## src/rtl/mem_stage_pkg.sv

```systemverilog
// Shared definitions for the MEM pipeline stage: size codes, bubble control,
// FSM states and the lane helpers used on the store side.
package mem_stage_pkg;

    localparam logic [1:0] SZ_BYTE = 2'b00;
    localparam logic [1:0] SZ_HALF = 2'b01;
    localparam logic [1:0] SZ_WORD = 2'b10;

    // Matches the MEM/WB reset control value so a bubble looks like reset.
    localparam logic [2:0] BUBBLE_CTRL = 3'b001;

    typedef enum logic [1:0] {
        ST_IDLE   = 2'b00,
        ST_ACCESS = 2'b01,
        ST_DONE   = 2'b10
    } mem_state_t;

    function automatic logic is_misaligned(input logic [1:0] size, input logic [1:0] lane);
        case (size)
            SZ_BYTE: is_misaligned = 1'b0;
            SZ_HALF: is_misaligned = lane[0];
            default: is_misaligned = (lane != 2'b00);
        endcase
    endfunction

    function automatic logic [3:0] byte_enables(input logic [1:0] size, input logic [1:0] lane);
        case (size)
            SZ_BYTE: byte_enables = 4'b0001 << lane;
            SZ_HALF: byte_enables = 4'b0011 << lane;
            default: byte_enables = 4'b1111;
        endcase
    endfunction

    function automatic logic [31:0] store_lanes(input logic [1:0] size, input logic [31:0] wdata);
        case (size)
            SZ_BYTE: store_lanes = {4{wdata[7:0]}};
            SZ_HALF: store_lanes = {2{wdata[15:0]}};
            default: store_lanes = wdata;
        endcase
    endfunction

endpackage

```

## src/rtl/mem_stage_load_align.sv

```systemverilog
// Load data alignment: picks the addressed byte/half of a bus word and
// extends it to 32 bits.
module mem_stage_load_align
    import mem_stage_pkg::*;
(
    input  logic [31:0] rdata,
    input  logic [1:0]  lane,
    input  logic [1:0]  size,
    input  logic        sign,
    output logic [31:0] data
);

    logic [7:0]  byte_s;
    logic [15:0] half_s;

    // Lane select followed by sign or zero extension.
    always_comb begin
        byte_s = 8'h00;
        half_s = 16'h0000;
        data   = 32'h0000_0000;
        case (lane)
            2'b00:   byte_s = rdata[7:0];
            2'b01:   byte_s = rdata[15:8];
            2'b10:   byte_s = rdata[23:16];
            2'b11:   byte_s = rdata[31:24];
            default: byte_s = 8'h00;
        endcase
        if (lane[1]) begin
            half_s = rdata[31:16];
        end else begin
            half_s = rdata[15:0];
        end
        case (size)
            SZ_BYTE: data = {{24{sign & byte_s[7]}}, byte_s};
            SZ_HALF: data = {{16{sign & half_s[15]}}, half_s};
            default: data = rdata;
        endcase
    end

endmodule

```

## src/rtl/mem_stage.sv

```systemverilog
// MEM stage: issues loads/stores on a req/ack data bus, stalls upstream until
// the access completes and presents the result to the MEM/WB register.
module mem_stage
    import mem_stage_pkg::*;
(
    input  logic        clk,
    input  logic        reset,
    input  logic        valid_in,
    input  logic        memread_in,
    input  logic        memwrite_in,
    input  logic [1:0]  size_in,
    input  logic        sign_in,
    input  logic [31:0] alu_in,
    input  logic [31:0] wdata_in,
    input  logic [2:0]  wb_control_in,
    input  logic [31:0] pc_4_in,
    input  logic [4:0]  regdst_in,
    output logic        mem_req,
    output logic        mem_we,
    output logic [31:0] mem_addr,
    output logic [3:0]  mem_be,
    output logic [31:0] mem_wdata,
    input  logic        mem_ack,
    input  logic [31:0] mem_rdata,
    output logic        stall_out,
    output logic        misalign_out,
    output logic [2:0]  control_out,
    output logic [31:0] pc_4_out,
    output logic [31:0] alu_out,
    output logic [31:0] data_out,
    output logic [4:0]  regdst_out
);

    mem_state_t  state_r;
    logic [1:0]  lane_r;
    logic [1:0]  size_r;
    logic        sign_r;
    logic [31:0] load_data_r;
    logic [31:0] aligned_s;
    logic        mem_op_s;
    logic        misalign_s;

    assign mem_op_s   = valid_in & (memread_in | memwrite_in);
    assign misalign_s = is_misaligned(size_in, alu_in[1:0]);

    assign pc_4_out   = pc_4_in;
    assign alu_out    = alu_in;
    assign regdst_out = regdst_in;

    mem_stage_load_align u_load_align (
        .rdata (mem_rdata),
        .lane  (lane_r),
        .size  (size_r),
        .sign  (sign_r),
        .data  (aligned_s)
    );

    // Access FSM with registered bus outputs and captured load data.
    always_ff @(posedge clk or posedge reset) begin
        if (reset) begin
            state_r     <= ST_IDLE;
            mem_req     <= 1'b0;
            mem_we      <= 1'b0;
            mem_addr    <= 32'h0000_0000;
            mem_be      <= 4'b0000;
            mem_wdata   <= 32'h0000_0000;
            lane_r      <= 2'b00;
            size_r      <= SZ_WORD;
            sign_r      <= 1'b0;
            load_data_r <= 32'h0000_0000;
        end else begin
            case (state_r)
                ST_IDLE: begin
                    if (mem_op_s && !misalign_s) begin
                        mem_req   <= 1'b1;
                        mem_we    <= memwrite_in;
                        mem_addr  <= {alu_in[31:2], 2'b00};
                        mem_be    <= byte_enables(size_in, alu_in[1:0]);
                        mem_wdata <= store_lanes(size_in, wdata_in);
                        lane_r    <= alu_in[1:0];
                        size_r    <= size_in;
                        sign_r    <= sign_in;
                        state_r   <= ST_ACCESS;
                    end else begin
                        state_r   <= ST_IDLE;
                    end
                end
                ST_ACCESS: begin
                    if (mem_ack) begin
                        mem_req     <= 1'b0;
                        load_data_r <= mem_we ? 32'h0000_0000 : aligned_s;
                        state_r     <= ST_DONE;
                    end else begin
                        state_r     <= ST_ACCESS;
                    end
                end
                ST_DONE: begin
                    state_r <= ST_IDLE;
                end
                default: begin
                    mem_req <= 1'b0;
                    state_r <= ST_IDLE;
                end
            endcase
        end
    end

    // Stall, misalign flag and MEM/WB control/data; reset forces the flags low.
    always_comb begin
        stall_out    = 1'b0;
        misalign_out = 1'b0;
        control_out  = wb_control_in;
        data_out     = 32'h0000_0000;
        case (state_r)
            ST_IDLE: begin
                if (mem_op_s) begin
                    control_out = BUBBLE_CTRL;
                    if (misalign_s) begin
                        misalign_out = 1'b1;
                    end else begin
                        stall_out = 1'b1;
                    end
                end else begin
                    control_out = wb_control_in;
                end
            end
            ST_ACCESS: begin
                stall_out   = 1'b1;
                control_out = BUBBLE_CTRL;
            end
            ST_DONE: begin
                data_out = load_data_r;
            end
            default: begin
                control_out = BUBBLE_CTRL;
            end
        endcase
        if (reset) begin
            stall_out    = 1'b0;
            misalign_out = 1'b0;
        end else begin
            stall_out    = stall_out;
            misalign_out = misalign_out;
        end
    end

endmodule

```

## config.mk

```make
export PLATFORM = sky130hd
export DESIGN_NAME = mem_stage
export DESIGN_NICKNAME = d
export VERILOG_FILES = /design/src/rtl/mem_stage_pkg.sv /design/src/rtl/mem_stage_load_align.sv /design/src/rtl/mem_stage.sv
export SDC_FILE = /design/constraint.sdc
export NUM_CORES = 1
export LEC_CHECK = 0
export CORE_MARGIN = 5
export CORE_UTILIZATION = 42
export CTS_CLUSTER_SIZE = 10
export DETAILED_ROUTE_END_ITERATION = 8
export PLACE_DENSITY = 0.88
export SETUP_SLACK_MARGIN = 0.4
export SYNTH_ARGS = -nofsm -noshare
export SYNTH_HDL_FRONTEND = slang
export SYNTH_SLANG_ARGS = --single-unit
```

## constraint.sdc

```tcl
create_clock -name clk -period 6 [get_ports clk]
set_input_delay 1.2 -clock clk [delete_from_list [all_inputs] [get_ports clk]]
set_output_delay 1.2 -clock clk [all_outputs]
set_load 0.01 [all_outputs]
```

==> results of run 1 <==
registers in the layout, summed over array words and instances (netlist names):
name	count
sign_r	1
size_r	2
mem_req	1
mem_addr	30
mem_be	4
lane_r	2
mem_wdata	32
load_data_r	32
mem_we	1
state_r	2
how the worst min path moves through the flow:
stage                                 to  slack [ns]  depth (start not counted)
after floorplan           load_data_r[7]        0.44                          2
after global placement    load_data_r[5]        0.45                          2
after global routing      load_data_r[1]        0.49                          2
after CTS                 load_data_r[4]        0.47                          2
after detailed placement  load_data_r[1]        0.46                          2
final                     load_data_r[4]        0.47                          2
layer usage:
layer | track usage | up-vias | routed length, µm
met5 | 0 | - | 0
met4 | 0.0674 | 0 | 268
met3 | 0.0738 | 18 | 1710
met2 | 0.364 | 215 | 8980
met1 | 0.263 | 2497 | 7160
li1 | - | 2422 | -
cells in the mapped netlist (all sizes together) (2+ instances only):
cell / number / area, µm²
a21oi: 31 / 159
a221o: 2 / 20.0
nand3b: 2 / 27.5
nor2: 19 / 81.3
a22oi: 24 / 180
buf: 98 / 719
nor3b: 2 / 31.3
nand3: 2 / 10.0
o31ai: 6 / 45.0
and2: 2 / 12.5
nand2: 180 / 678
o21ai: 44 / 220
a22o: 9 / 78.8
nor2b: 2 / 12.5
a211oi: 7 / 52.6
mux2i: 32 / 320
and3: 32 / 200
inv: 5 / 18.8
nor3: 6 / 30.0
or3: 2 / 12.5
a21o: 3 / 22.5
clkbuf: 17 / 63.8
dfrtp: 106 / 2650
stage by stage:
stage / power [W] / cell area [µm²]
6_report: 0.00276 / 8110
5_1_grt: 0.00293 / 8110
4_1_cts: 0.00279 / 8110
3_5_place_dp: 0.00212 / 7780
3_3_place_gp: 0.00209 / 7780
2_1_floorplan: 0.00163 / 5840
power by group through the flow:
stage / Clock [W] / Sequential, W / Combinational, W
5_1_grt: 0.000690 / 0.00116 / 0.00107
3_5_place_dp: 0 / 0.00114 / 0.000983
6_report: 0.000649 / 0.00113 / 0.000979
3_3_place_gp: 0 / 0.00113 / 0.000964
4_1_cts: 0.000663 / 0.00113 / 0.000992
2_1_floorplan: 0 / 0.00114 / 0.000485
logic make-up after synthesis:
logic type,after synthesis
AND/OR/NAND/NOR,253
other,1
XOR/XNOR,1
flip-flops,107
AO/OA/AOI/OAI,134
multiplexers,34
buffers and inverters,121
worst min-delay path, cell delays in order (launching register included):
cell	delay (ns)
dfrtp_1	0.34
nand2_1	0.05
o31ai_1	0.05
area by class of cell:
| class | instances | share of cell area |
|---|---|---|
| Clock buffer | 11 | 0.0299 |
| Clock inverter | 5 | 0.0105 |
| Sequential cell | 107 | 0.330 |
| Inverter | 6 | 0.00309 |
| Timing Repair Buffer | 249 | 0.306 |
| Tap cell | 180 | 0.0278 |
| Multi-Input combinational cell | 424 | 0.292 |
==> impl_metrics.py, run 1 <==
metrics = {
    "die": {
        "start_util": 0.424,
        "die_w_um": 128,
        "die-area_um2": 16300,
        "rows": 43,
        "core_um2": 13800,
        "io_pins": 321,
        "die_h_um": 128,
    },
    "timing": {
        "drv_slew": 0,
        "setup-violations-final": 0,
        "rsz0062_at_grt": "no",
        "fin_crit_ns": 4.47,
        "fmax_mhz": 224,
        "fin_ws_ns": 1.53,
        "holdWs_ns": 0.470,
        "fin_crit_sh": 0.745,
        "fin_skew_ns": 0.00857,
        "slew_headroom": 0.354,
        "setup_tns_ns": 0,
        "tightest_slew_ns": 0.967,
        "hold_viol": 0,
    },
    "synthesis": {
        "seq_area_frac_synth": 0.459,
        "synth-xor-area-share": 0.00150,
        "synth_top_family_by_area": "simple AND/OR/NAND/NOR gates",
        "synth-edff-count": 0,
        "synth_fa_ha_area_frac": 0,
        "synth-warning-count": 0,
        "syn-cell-area_um2": 5830,
        "syn_avg_cell_area_um2": 8.96,
        "synthSimpleGateAreaFrac": 0.194,
        "synth.area.mux_share": 0.0607,
        "async_flop_share": 1.00,
        "synth_cell_types": 51,
        "netlist_instances": 651,
        "synth_compound_area_frac": 0.146,
        "ys.flop_type": "dfrtp_1",
        "synth_seq_cells": 107,
    },
    "route": {
        "totalWireLength_mm": 18.1,
        "drc_errors": 0,
        "avgViaCountPerCell": 5.25,
        "via_count": 5152,
        "ant_nets": 0,
        "drt_iter0_markers": 316,
        "wl_per_cell_um": 18.5,
        "firstDrtPassIters": 5,
    },
    "power": {
        "p_per_area_nw_per_um2": 340,
        "power_frac_comb": 0.355,
        "seq_power_share": 0.410,
        "clkPwrFrac": 0.235,
        "swShare": 0.324,
        "p_int_w": 0.00186,
        "ir_worst_vdd_uv": 190,
        "p_switching_w": 0.000894,
        "cellLeakagePower_nw": 3.75,
    },
    "global_routing": {
        "grtUsageTotal": 0.217,
        "grt_overflow": 0,
        "grt_pass1_wl_mm": 28.0,
        "grt_max_degree": 90,
        "grt_pass1_vias": 5183,
        "antenna_found_initial": 0,
    },
    "cts": {
        "cts_root_buf": "clkbuf_16",
        "clk_latency_ns": 0.35,
        "cts_setup_buffers": 0,
        "cts_tree": "built",
        "numCtsBuffers": 9,
        "htreeDepth": 3,
        "ctsResizeCount": 0,
        "cts.clk_slew.worst_paths_ns": 0.06,
        "cts_max_path_buffers": 2,
        "clock_sinks": 107,
        "postCtsHoldBufs": 0,
    },
    "placed_design": {
        "dp.cells": 966,
        "gp_congestion": 0.812,
        "dpl.hpwl_mm": 13.5,
        "pre_cts_ws_ns": 1.53,
        "port_buffers": 244,
    },
    "setup_path": {
        "endpoint": "misalign_out",
        "path_common_cell": "clkdlybuf4s50_1",
        "reg2reg_to": "lane_r[1]",
        "r2r_start": "state_r[0]",
        "crit_required_ns": 4.80,
        "crit_type": "input port to output pin",
        "crit_buf_inv": 2,
        "crit_start": "alu_in[0]",
        "max_stage_delay_ns": 0.72,
        "end_kind": "output pin",
        "cp_cell_sequence": "clkdlybuf4s50_1 -> a21oi_1 -> or2_2 -> nor3_1 -> clkdlybuf4s50_1",
        "ff2ff_setup_slack_ns": 3.34,
        "path_depth": 5,
        "critical_path.startpoint_type": "input port",
        "cp_slowest_cell": "clkdlybuf4s50_1",
        "path_delay_family": "buffers and inverters",
        "crit_arrival_ns": 3.27,
        "crit_fanout": 9,
        "r2r_cells": 4,
    },
    "layout": {
        "layout_common_cells": "244 x clkdlybuf4s50_1, 179 x nand2_1, 106 x dfrtp_1",
        "drive_gt1_frac": 0.0449,
        "final_util": 0.589,
        "nNetsFinal": 942,
        "seq_area_um2": 2680,
        "final_common_cell": "clkdlybuf4s50_1",
        "finalNonFillerCells": 982,
        "antenna_cells": 0,
        "multi_input_area_um2": 2370,
        "num-fill-cells": 1208,
        "syn_to_final_growth_pct": 39.0,
    },
    "worst_hold_path": {
        "hp-start": "load_data_r[4]",
        "hold_path_class": "flip-flop to flip-flop",
    },
    "run": {
        "max-cap-violations": 0,
    },
    "outcome": {
        "status": "finished, final reports clean",
    },
}
Power figures use the tool's default switching activity.
==> run 2: changes to the inputs <==
--- a/config.mk
+++ b/config.mk
@@ -6,10 +6,10 @@
 export NUM_CORES = 1
 export LEC_CHECK = 0
 export CORE_MARGIN = 5
-export CORE_UTILIZATION = 42
+export CORE_UTILIZATION = 36
 export CTS_CLUSTER_SIZE = 10
 export DETAILED_ROUTE_END_ITERATION = 8
-export PLACE_DENSITY = 0.88
+export PLACE_DENSITY = 0.8
 export SETUP_SLACK_MARGIN = 0.4
 export SYNTH_ARGS = -nofsm -noshare
 export SYNTH_HDL_FRONTEND = slang
==> constraint.sdc (replaced) <==
create_clock -name clk -period 3.6 [get_ports clk]
set_input_delay 0.72 -clock clk [delete_from_list [all_inputs] [get_ports clk]]
set_output_delay 0.72 -clock clk [all_outputs]
set_load 0.01 [all_outputs]
==> run 2 against run 1 <==
  * Clock skew up 0.0032 ns
  * Register-to-register slack worse by 2.1 ns
  * Via count up 0.78%
  * Routed wire length up 3.7%
  * Non-clock buffer count up 9
==> impl_metrics.py, run 2 (synthesis results as in run 1) <==
metrics = {
    "cts": {
        "ctsResizeCount": 0,
        "clk_latency_ns": 0.35,
        "clock_sinks": 107,
        "cts_setup_buffers": 0,
        "postCtsHoldBufs": 0,
        "numCtsBuffers": 9,
        "htreeDepth": 3,
        "cts_max_path_buffers": 2,
        "cts_tree": "built",
        "cts_root_buf": "clkbuf_16",
        "cts.clk_slew.worst_paths_ns": 0.08,
    },
    "worst_hold_path": {
        "hold_depth": 2,
        "hold_path_class": "flip-flop to flip-flop",
    },
    "layout": {
        "num-fill-cells": 1456,
        "nNetsFinal": 951,
        "finalNonFillerCells": 1027,
        "layout_common_cells": "243 x clkdlybuf4s50_1, 179 x nand2_1, 106 x dfrtp_1",
        "reg_top3": "load_data_r (32), mem_wdata (32), mem_addr (30)",
        "drive_gt1_frac": 0.0567,
        "final_common_cell": "clkdlybuf4s50_1",
        "syn_to_final_growth_pct": 40.7,
        "antenna_cells": 0,
    },
    "setup_path": {
        "crit_arrival_ns": 2.41,
        "crit_type": "input port to output pin",
        "end_kind": "output pin",
        "crit_fanout": 4,
        "r2r_cells": 4,
        "crit_required_ns": 2.88,
        "critical_path.startpoint_type": "input port",
    },
    "global_routing": {
        "grt_pass1_vias": 5135,
        "antenna_found_initial": 0,
        "grt_pass1_wl_mm": 28.3,
        "grtUsageTotal": 0.193,
        "grt_max_degree": 74,
        "grt_overflow": 0,
    },
    "die": {
        "die-area_um2": 18800,
        "rows": 46,
        "die_w_um": 137,
        "start_util": 0.367,
        "core_um2": 15900,
        "die_h_um": 137,
        "io_pins": 321,
    },
    "placed_design": {
        "dpl.hpwl_mm": 14.3,
        "gp_congestion": 0.845,
        "dp.cells": 1011,
        "port_buffers": 244,
    },
    "timing": {
        "drv_slew": 0,
        "setup-violations-final": 0,
        "fin_crit_sh": 0.871,
        "setup_tns_ns": 0,
        "fin_crit_ns": 3.13,
        "rsz0062_at_grt": "no",
        "hold_viol": 0,
        "tightest_slew_ns": 0.766,
        "slew_headroom": 0.487,
        "fmax_mhz": 319,
        "fin_skew_ns": 0.0118,
    },
    "power": {
        "cellLeakagePower_nw": 3.80,
        "ir_worst_vdd_uv": 320,
        "p_per_area_nw_per_um2": 557,
    },
    "route": {
        "wl_per_cell_um": 18.3,
        "totalWireLength_mm": 18.8,
        "drt_iter0_markers": 321,
        "via_count": 5192,
        "drc_errors": 0,
        "avgViaCountPerCell": 5.06,
        "ant_nets": 0,
        "firstDrtPassIters": 5,
    },
    "outcome": {
        "status": "finished, final reports clean",
    },
    "run": {
        "max-cap-violations": 0,
    },
}
run 2: worst max-delay path, stage by stage:
cell,delay [ns]
clkdlybuf4s50_1,0.54
a21oi_1,0.11
or2_2,0.33
a21oi_1,0.14
nor3_1,0.05
clkdlybuf4s50_1,0.52
run 2: where the power goes:
part / internal [W] / switching (W) / total, W
combinational: 0.000884 / 0.000767 / 0.00165
clock: 0.000570 / 0.000474 / 0.00104
sequential: 0.00160 / 0.000282 / 0.00188
total: 0.00305 / 0.00152 / 0.00457
run 2: worst paths after layout:
path	from	to	slack [ns]
hold / removal	mem_addr[2]	mem_addr[2]	0.48
min in group asynchronous	reset	mem_be[2]	0.86
setup / recovery	alu_in[0]	stall_out	0.47
hold reg to reg	mem_addr[2]	mem_addr[2]	0.48
max in group asynchronous	reset	load_data_r[29]	1.92
setup reg to reg	state_r[1]	load_data_r[17]	1.29
run 2: layer usage:
metal | global-route usage | share of wire | wire [µm]
met1 | 0.240 | 0.40 | 7510
met2 | 0.319 | 0.48 | 9100
met5 | 0 | 0 | 0
met3 | 0.0727 | 0.10 | 1960
met4 | 0.0416 | 0.012 | 229
run 2: final cells by class:
cell class                 instances  area (µm²)  share of cell area
clock buffer                      11         243              0.0296
clock inverter                     5        66.3             0.00808
inverter                           6        26.3             0.00320
multi-input combinational        424        2370               0.289
sequential                       107        2680               0.326
tap                              216         270              0.0329
timing repair buffer             258        2550               0.311
run 2: metrics by stage:
step | total power (W) | cell area [µm²] | setup slack [ns] | util | hold WS (ns)
3_3_place_gp | 0.00352 | 7890 | 0.421 | 0.497 | 0.453
2_1_floorplan | 0.00271 | 5840 | 1.33 | - | 0.435
5_1_grt | 0.00487 | 8210 | 0.416 | 0.517 | 0.490
3_5_place_dp | 0.00357 | 7890 | 0.407 | 0.497 | 0.461
4_1_cts | 0.00462 | 8200 | 0.404 | 0.516 | 0.480
6_report | 0.00457 | 8210 | 0.465 | 0.517 | 0.477
==> run 3: changes to the inputs <==
--- a/config.mk
+++ b/config.mk
@@ -9,7 +9,8 @@
 export CORE_UTILIZATION = 36
 export CTS_CLUSTER_SIZE = 10
 export DETAILED_ROUTE_END_ITERATION = 8
-export PLACE_DENSITY = 0.8
+export GPL_ROUTABILITY_DRIVEN = 0
+export PLACE_DENSITY = 0.88
 export SETUP_SLACK_MARGIN = 0.4
 export SYNTH_ARGS = -nofsm -noshare
 export SYNTH_HDL_FRONTEND = slang
==> run 3 against run 2 <==
  * Fmax increased by 2.3%
  * Sequential share of layout area about the same
  * Clock-buffer cell count decreased by 2
  * Critical endpoint is now control_out[0]
==> impl_metrics.py, run 3 (synthesis results as in run 1) <==
metrics = {
    "cts": {
        "cts_setup_buffers": 0,
        "clock_sinks": 107,
        "cts.clk_slew.worst_paths_ns": 0.07,
        "numCtsBuffers": 9,
        "cts_tree": "built",
        "htreeDepth": 3,
        "clk_latency_ns": 0.35,
        "cts_max_path_buffers": 2,
        "cts_root_buf": "clkbuf_16",
    },
    "setup_path": {
        "max_stage_delay_ns": 0.49,
        "crit_fanout": 3,
        "critical_path.startpoint_type": "input port",
        "crit_required_ns": 2.88,
        "path_common_cell": "clkdlybuf4s50_1",
        "crit_type": "input port to output pin",
        "cp_slowest_cell": "clkdlybuf4s50_1",
        "crit_arrival_ns": 2.34,
        "crit_buf_inv": 2,
        "cp_cell_sequence": "clkdlybuf4s50_1 -> o21ai_2 -> nor2_1 -> or3_1 -> clkdlybuf4s50_1",
        "end_kind": "output pin",
        "path_delay_family": "buffers and inverters",
    },
    "global_routing": {
        "grt_pass1_vias": 5389,
        "grt_pass1_wl_mm": 29.2,
        "antenna_found_initial": 1,
        "grt_max_degree": 70,
        "grt_overflow": 0,
        "grtUsageTotal": 0.199,
    },
    "route": {
        "drt_iter0_markers": 321,
        "via_count": 5206,
        "avgViaCountPerCell": 5.07,
        "firstDrtPassIters": 5,
        "ant_nets": 0,
        "dr_wl_met2_mm": 9.37,
        "wl_met3_mm": 2.26,
        "wl_met1_mm": 7.24,
        "topRoutingLayerUsed": "met4",
        "drc_errors": 0,
        "wl_per_cell_um": 18.7,
        "totalWireLength_mm": 19.2,
    },
    "die": {
        "start_util": 0.367,
        "core_um2": 15900,
        "rows": 46,
        "die-area_um2": 18800,
        "io_pins": 321,
        "die_w_um": 137,
        "die_h_um": 137,
    },
    "layout": {
        "syn_to_final_growth_pct": 40.7,
        "nNetsFinal": 949,
        "final_common_cell": "clkdlybuf4s50_1",
        "reg_top3": "load_data_r (32), mem_wdata (32), mem_addr (30)",
        "design_area_um2": 8210,
        "layout_common_cells": "241 x clkdlybuf4s50_1, 179 x nand2_1, 106 x dfrtp_1",
        "drive_gt1_frac": 0.0569,
    },
    "timing": {
        "setup_tns_ns": 0,
        "slew_headroom": 0.361,
        "hold_viol": 0,
        "fin_skew_ns": 0.00673,
        "setup-violations-final": 0,
        "rsz0062_at_grt": "no",
        "fmax_mhz": 326,
        "drv_slew": 0,
        "fin_crit_sh": 0.851,
        "tightest_slew_ns": 0.958,
        "fin_crit_ns": 3.06,
    },
    "placed_design": {
        "port_buffers": 244,
        "dpl-instance-area_um2": 7890,
        "dpl.hpwl_mm": 14.3,
    },
    "run": {
        "max-cap-violations": 0,
    },
    "power": {
        "p_total_w": 0.00456,
        "p_per_area_nw_per_um2": 556,
        "cellLeakagePower_nw": 3.81,
        "ir_worst_vdd_uv": 268,
    },
    "outcome": {
        "status": "finished, final reports clean",
    },
    "worst_hold_path": {
        "hold_path_class": "flip-flop to flip-flop",
    },
}
[run 3: cell types whose count changed in the layout (fill, tap and decap cells not counted), moves of 2 or more]
cell             delta
diode_2             +2
clkdlybuf4s50_1     -2
clkinv_2            +2
buf_4               -3
[run 3: layout make-up]
type	count	area, µm²
diodes	2	5.00
inverters	6	26.3
clock buffers	9	225
repair buffers	256	2550
flip-flops and latches	107	2680
clock inverters	7	75.1
fillers	1490	7680
well taps	216	270
multi-input cells	424	2380
[run 3: metal layers]
metal	global-route usage	up-vias
met4	0.0626	0
li1	-	2445
met1	0.236	2488
met5	0	-
met3	0.0822	29
met2	0.330	244
[run 3: tightest hold or removal path: stages (launching register included)]
cell and delay (ns):
dfrtp_1 0.34, nand2_1 0.05, o41ai_1 0.05
[run 3: final timing paths]
check	startpoint	endpoint	slack (ns)	cells after the start
hold reg to reg	load_data_r[7]	load_data_r[7]	0.47	2
setup / recovery	memwrite_in	control_out[0]	0.54	5
min in group asynchronous	reset	load_data_r[24]	0.94	2
setup reg to reg	state_r[0]	mem_addr[30]	1.37	5
max in group asynchronous	reset	mem_be[3]	1.83	3
hold / removal	load_data_r[7]	load_data_r[7]	0.47	2
[run 3: repair_timing]
| item | CTS | global route |
|---|---|---|
| hold buffers | 0 | 0 |
| resized for setup | 3 | 3 |
| setup endpoints to repair | 5 | 5 |
[run 3: power by group]
group	internal, W	switching, W
Sequential	0.00160	0.000282
Combinational	0.000884	0.000775
Clock	0.000547	0.000474
[run 3: per-stage QoR]
| stage | util | worst slack (ns) | hold WS [ns] | std cells |
|---|---|---|---|---|
| 2_1_floorplan | - | 1.33 | 0.435 | 652 |
| 3_3_place_gp | 0.497 | 0.300 | 0.451 | 1009 |
| 3_5_place_dp | 0.497 | 0.281 | 0.462 | 1009 |
| 4_1_cts | 0.516 | 0.403 | 0.480 | 1025 |
| 5_1_grt | 0.516 | 0.418 | 0.502 | 1026 |
| 6_report | 0.517 | 0.537 | 0.475 | 1027 |
